File: config.mk
export PLATFORM = sky130hd
export DESIGN_NAME = vga_timing_gen
export DESIGN_NICKNAME = d
export VERILOG_FILES = /design/src/rtl/vga_timing_gen.sv
export SDC_FILE = /design/constraint.sdc
export NUM_CORES = 1
export LEC_CHECK = 0
export ABC_AREA = 1
export BUFFER_PORTS_ARGS = -buffer_cell sky130_fd_sc_hd__buf_4
export CORE_UTILIZATION = 35
export DETAILED_ROUTE_END_ITERATION = 10
export MAX_ROUTING_LAYER = met4
export PLACE_DENSITY = 0.5
export RECOVER_POWER = 100
export SYNTH_ARGS = -nofsm -noshare
export SYNTH_HDL_FRONTEND = slang
export SYNTH_SLANG_ARGS = --single-unit
File: constraint.sdc
create_clock -name vga_clk -period 2.3 [get_ports vga_clk]
set_input_delay 0.115 -clock vga_clk [delete_from_list [all_inputs] [get_ports vga_clk]]
set_output_delay 0.115 -clock vga_clk [all_outputs]
set_load 0.01 [all_outputs]
File: src/rtl/vga_timing_gen.sv
// 640x480@60 Hz raster generator: pixel coordinates, visible flag, active-low syncs,
// frame/vblank pulses and a frame-rate animation index, all registered and aligned.
module vga_timing_gen #(
  parameter int H_VISIBLE = 640,
  parameter int H_FRONT   = 16,
  parameter int H_SYNC    = 96,
  parameter int H_BACK    = 48,
  parameter int V_VISIBLE = 480,
  parameter int V_FRONT   = 10,
  parameter int V_SYNC    = 2,
  parameter int V_BACK    = 33,
  parameter int ANIM_DIV  = 6
) (
  input  logic       vga_clk,
  input  logic       reset_n,
  output logic [9:0] DrawX,
  output logic [9:0] DrawY,
  output logic       blank,
  output logic       hs,
  output logic       vs,
  output logic       frame_start,
  output logic       vblank_start,
  output logic       anim_tick,
  output logic [3:0] anim_frame
);

  localparam int H_TOTAL = H_VISIBLE + H_FRONT + H_SYNC + H_BACK;
  localparam int V_TOTAL = V_VISIBLE + V_FRONT + V_SYNC + V_BACK;

  if (H_TOTAL > 1024) begin : g_h_total_check
    $error("vga_timing_gen: H_TOTAL exceeds 1024");
  end
  if (V_TOTAL > 1024) begin : g_v_total_check
    $error("vga_timing_gen: V_TOTAL exceeds 1024");
  end
  if (ANIM_DIV < 1 || ANIM_DIV > 255) begin : g_anim_div_check
    $error("vga_timing_gen: ANIM_DIV must be in 1..255");
  end

  localparam logic [9:0]  H_LAST   = 10'(H_TOTAL - 1);
  localparam logic [9:0]  V_LAST   = 10'(V_TOTAL - 1);
  // Thresholds are 11 bits so a region ending exactly at 1024 still compares correctly.
  localparam logic [10:0] H_VIS_END = 11'(H_VISIBLE);
  localparam logic [10:0] HS_BEG    = 11'(H_VISIBLE + H_FRONT);
  localparam logic [10:0] HS_END    = 11'(H_VISIBLE + H_FRONT + H_SYNC);
  localparam logic [10:0] V_VIS_END = 11'(V_VISIBLE);
  localparam logic [10:0] VS_BEG    = 11'(V_VISIBLE + V_FRONT);
  localparam logic [10:0] VS_END    = 11'(V_VISIBLE + V_FRONT + V_SYNC);
  localparam logic [7:0]  DIV_LAST  = 8'(ANIM_DIV - 1);

  // hc/vc hold the position currently shown on DrawX/DrawY; reset parks them on the
  // last pixel so the first post-reset edge wraps to (0,0).
  logic [9:0]  hc;
  logic [9:0]  vc;
  logic [7:0]  div;

  logic [9:0]  hc_nxt;
  logic [9:0]  vc_nxt;
  logic [10:0] hx;
  logic [10:0] vy;
  logic        h_wrap;
  logic        blank_nxt;
  logic        hs_nxt;
  logic        vs_nxt;
  logic        fs_nxt;
  logic        vb_nxt;

  always_comb begin
    h_wrap = (hc == H_LAST);
    hc_nxt = h_wrap ? 10'd0 : hc + 10'd1;
    vc_nxt = vc;
    if (h_wrap) begin
      vc_nxt = (vc == V_LAST) ? 10'd0 : vc + 10'd1;
    end
  end

  // Decode from the next position so every output lines up with DrawX/DrawY.
  always_comb begin
    hx        = {1'b0, hc_nxt};
    vy        = {1'b0, vc_nxt};
    blank_nxt = (hx < H_VIS_END) && (vy < V_VIS_END);
    hs_nxt    = !((hx >= HS_BEG) && (hx < HS_END));
    vs_nxt    = !((vy >= VS_BEG) && (vy < VS_END));
    fs_nxt    = (hc_nxt == 10'd0) && (vc_nxt == 10'd0);
    vb_nxt    = (hc_nxt == 10'd0) && (vy == V_VIS_END);
  end

  always_ff @(posedge vga_clk) begin
    if (!reset_n) begin
      hc           <= H_LAST;
      vc           <= V_LAST;
      div          <= 8'd0;
      DrawX        <= 10'd0;
      DrawY        <= 10'd0;
      blank        <= 1'b0;
      hs           <= 1'b1;
      vs           <= 1'b1;
      frame_start  <= 1'b0;
      vblank_start <= 1'b0;
      anim_tick    <= 1'b0;
      anim_frame   <= 4'd0;
    end else begin
      hc           <= hc_nxt;
      vc           <= vc_nxt;
      DrawX        <= hc_nxt;
      DrawY        <= vc_nxt;
      blank        <= blank_nxt;
      hs           <= hs_nxt;
      vs           <= vs_nxt;
      frame_start  <= fs_nxt;
      vblank_start <= vb_nxt;
      anim_tick    <= 1'b0;
      // The new anim_frame appears together with anim_tick, stable for the whole frame.
      if (fs_nxt) begin
        if (div == DIV_LAST) begin
          div        <= 8'd0;
          anim_tick  <= 1'b1;
          anim_frame <= anim_frame + 4'd1;
        end else begin
          div <= div + 8'd1;
        end
      end
    end
  end

endmodule

# ---- After elaboration in Yosys (flattened, before gate mapping)
# Index checks and enable logic that the tools add are counted.
dict set report totals {
  in_bits 2
  output_inout_bits 30
  reg_bits 58
}
dict set report op_classes {
  add_sub_neg 4
  mux 5
  magnitude_cmp 6
  n_eq_ne 4
  reduce_logical 11
}
# op n
set ops {}
lappend ops {{2-to-1 mux 10 bit} 3}
lappend ops {{adder 10 x 1 -> 10 bit, second input constant} 2}
lappend ops {{equality test 10 bit, second input constant} 2}
lappend ops {{zero test 10 bit} 2}
lappend ops {{< comparator 10 bit, second input constant} 2}
lappend ops {{< comparator 10 x 9 -> 1 bit, second input constant} 2}
lappend ops {{equality test 10 x 9 -> 1 bit, second input constant} 1}
lappend ops {{>= comparator 10 bit, second input constant} 1}
lappend ops {{>= comparator 10 x 9 -> 1 bit, second input constant} 1}
lappend ops {{adder 8 x 1 -> 8 bit, second input constant} 1}
lappend ops {{equality test 8 x 3 -> 1 bit, second input constant} 1}
lappend ops {{2-to-1 mux 8 bit} 1}
lappend ops {{logical AND 1 bit} 5}
lappend ops {{adder 4 x 1 -> 4 bit, second input constant} 1}
lappend ops {{AND reduction 2 bit} 2}
lappend ops {{zero test 1 bit} 2}
lappend ops {{2-to-1 mux 1 bit} 1}

# ---- Depth between registers and ports, before layout
dict set report logic_depth {
  word_depth 6
  depth_mapped 16
  mapped_depth_nobuf 16
}

# ---- Least setup slack after synthesis
# Ideal clock, no wire load.
dict set report synth_timing {
  kind {register to register}
  start {register, netlist name DrawY[0]}
  end {register div[5]}
  synth_period_minus_slack_ps 1905
  stages_incl_launch_ff 15
  required_ps 2187
  setup_ps 113
  n_path_buf 0
  slack_ps 395
  arrival_time_ps 1791
  cell_sequence {dfxtp_1 > ha_1 > inv_1 > nor2_2 > nand2_1 > nor2_2 > nand3_2 > nand2_2 > nand2_1 > nor2_2 > nand2_2 > nor2_4 > nand2_1 > o21ai_1 > nor2_1}
}
# element line
set synth_rtl {}
lappend synth_rtl {{end signal, assigned} 120} ;# div <= div + 8'd1;
lappend synth_rtl {{end, declared} 55} ;# logic [7:0] div;

# ---- Worst setup path after layout
dict set report layout_timing {
  start {register hc[0]}
  end {register div[6]}
}
dict set report layout_via {
  elab_chain_len 4
  word_cells_on_any_way 7
  cone_classes {1 x add/sub; 1 x eq/ne; 2 x mux; 3 x reduce/logical}
}
# element line
set layout_rtl {}
lappend layout_rtl {{start, declared} 53} ;# logic [9:0] hc;
lappend layout_rtl {{start signal, assigned} 103} ;# hc <= hc_nxt;
lappend layout_rtl {{adder 10 x 1 -> 10 bit / equality test 10 bit (equally long branches)} {70, 69}}
lappend layout_rtl {{2-to-1 mux 10 bit (on tied branches)} {70, 72}}
lappend layout_rtl {{zero test 10 bit} 84} ;# fs_nxt = (hc_nxt == 10'd0) && (vc_nxt == 10'd0);
lappend layout_rtl {{logical AND 1 bit (*)} 84}
# Mark *: on every way between the ends. The rest lies on a longest branch, timed or not.
# A chain may end at the register's enable or synchronous reset.

==> flow_summary.toml <==
[sta]
layout_setup_ws_ns = 0.2276
setup_tns_ns = 0
worst_pin_slew_ns = 0.5139
fmax_mhz = 482.5
layout_min_cycle_time_ns = 2.072
maxSlewViolCount = 0
final-setup-viol-count = 0
skew_ns = 0.01088
fin_crit_sh_pct = 90.10
rsz0062_at_grt = "no"
finalHoldViolCount = 0
slew_headroom_pct = 65.61

[place]
place_inst = 525
io_buffers = 31
dp_slack_ns = 0.1442
place.gp.congestion = 0.8748
hpwlAfterDp_um = 5033

[synthesis]
synth_top_family_by_area = "simple AND/OR/NAND/NOR gates"
yosysTopAreaCellShare_pct = 33.38
synth-compound-area-share_pct = 3.042
yosys.area.top_type = "dfxtp_1"
synth-edff-count = 0
synthArstFlopShare_pct = 0
synth-simple-area-share_pct = 47.98
synth_nets = 412
synthCells = 403
seq_area_frac_synth_pct = 33.38
netlist_area_um2 = 2879
synth_mux_area_share_pct = 0
ys.flop_type = "dfxtp_1"
yosysMostFrequentCell = "nand2_1"
synth-xor-area-share_pct = 1.825
yosys_warnings = 0
synth_seq_cells = 48
yosys-top-cells-area = "dfxtp_1 33%, nand2_1 12%, nor2_1 8.2%"
avgSynthCellArea_um2 = 7.144
synth_fa_ha_area_share_pct = 3.042
synth_commonest_cells = "90 x nand2_1, 63 x nor2_1, 48 x dfxtp_1"
ys_types = 32

[die]
core_area_um2 = 7848
dieArea_um2 = 8592
die_y_um = 92.70
die_w_um = 92.70
rows = 32
floorplan.initialDensity_pct = 36.69
io_pins = 32

[layout]
syn2layout_area_growth_pct = 9.170
layoutNonFillerInstCount = 532
nNetsFinal = 439
drive_gt1_share_pct = 17.91
final_util_pct = 40.05
diodes = 0

[detailed_routing]
drtAntennaViolNets = 0
dr.first_iter.drc_count = 77
firstDrtPassIters = 4
vias_per_cell = 4.656
wl_um = 6526
drc_errors = 0
wl_per_cell_um = 12.27
vias = 2477

[clocking]
postCtsHoldBufs = 0
cts_setup_buffers = 0
worstSkewPairLatency_ns = 0.30
clock-root-buffer = "clkbuf_8"
clkSlewWorstSetupHoldPaths_ns = 0.10
cts_sinks = 48
cts_buffer_depth = 2
cts_buffers = 5
h-tree-depth = 2
cts.repair.resized = 0
cts_tree = "done"

[status]
status = "finished clean"

[global_routing]
grt_use_total_pct = 16.75
gr-total-overflow = 0
grt_max_degree = 24
grt_pass1_wl_um = 11140
grt_pass1_vias = 2384
antenna_found_initial = 0

[worst_setup_path]
required_ns = 2.51
arrival_ns = 2.28
worst-setup-path-type = "reg -> reg"
critPathMaxFanout = 8
setup.worst_path.end_class = "flip-flop"
critPathLaunchType = "flip-flop"

[power]
p_leak_nw = 1.467
power_density_nw_per_um2 = 754.2
peakVddDrop_mv = 0.3916

[job]
cap_violations = 0

[worst_hold_path]
hp-class = "in -> reg"
cell usage in the layout, fill, tap and decap left out, types with 2 or more instances in the layout:
cell      instances
o21ai_0           3
clkbuf_1         28
xor2_1            5
clkbuf_8          5
nor2_2            6
nor2_8            3
nand3_2           5
nor2_1           64
or2_2             2
nand3_1          30
nand4_1          20
nor3_4            2
nand3_4           2
nand2_2          10
a21oi_1           3
o21ai_1           3
ha_1              6
dfxtp_1          46
o21ai_2           3
nand2_1          92
inv_2             8
nor3_1            4
buf_4             6
inv_1            45
nand2_4           7
nor2_4            7
clkinv_2          5
final timing paths:
check,startpoint,endpoint,slack (ns),cells after the start
worst max register to register,hc[0],div[6],0.23,15
worst min register to register,div[7],div[7],0.48,2
worst min-delay path,reset_n,vc[3],0.14,2
worst max-delay path,hc[0],div[6],0.23,15
cell type report:
type / count / area [um2]
Fill cell: 874 / 4705
Multi-Input combinational cell: 284 / 1599
Sequential cell: 48 / 965.9
Inverter: 57 / 219.0
Timing Repair Buffer: 34 / 150.1
Tap cell: 102 / 127.6
Clock buffer: 5 / 68.82
Clock inverter: 2 / 12.51
metal layers:
| layer | wire length [um] | GRT usage [%] | vias up |
|---|---|---|---|
| met5 | 0 | - | - |
| met4 | 79 | 4.744 | 0 |
| met3 | 228 | 2.381 | 7 |
| met2 | 3008 | 27.41 | 37 |
| met1 | 3210 | 21.58 | 1124 |
| li1 | - | - | 1309 |
cell families (layout without fill, tap and decap cells):
logic type                 after synthesis  after routing
AOI/OAI and AO/OA                       14             14
xor gates and xnor gates                 6              6
adders and majority gates                7              7
buffers and inverters                   71             98
DFF                                     48             48
and+or+nand+nor                        257            257
where the power goes:
group	internal [mW]	switching [mW]	leakage, nW
clock	0.207	0.287	0.0400
sequential	0.923	0.0724	0.394
combinational	0.266	0.616	1.03
sequential cells by signal, summed over array words and instances, names as in the netlist:
register,cells
DrawX,10
vblank_start,1
vc,3
hs,1
anim_frame,4
hc,7
vs,1
div,8
frame_start,1
blank,1
anim_tick,1
DrawY,10
stage by stage:
step | area, um2 | total power, mW | hold WS, ns
after floorplan | 2879 | 1.701 | 0.2050
after global placement | 3172 | 1.949 | 0.4419
after detailed placement | 3172 | 1.944 | 0.4454
after CTS | 3253 | 2.438 | 0.1259
after global routing | 3143 | 2.544 | 0.1333
final | 3143 | 2.370 | 0.1371
worst max-delay path, cell delays in order (launching register included):
cell      delay (ns)
dfxtp_1         0.32
ha_1            0.23
nand2_4         0.12
clkinv_2        0.09
nand2_4         0.13
nor2_8          0.08
nand3_1         0.12
nand2_2         0.09
inv_2           0.06
nand2_1         0.08
nor2_4          0.11
nand2_2         0.07
nor2_4          0.17
nand2_1         0.12
o21ai_1         0.13
nor2_1          0.05
No activity file was read; power rests on OpenSTA's default activity.
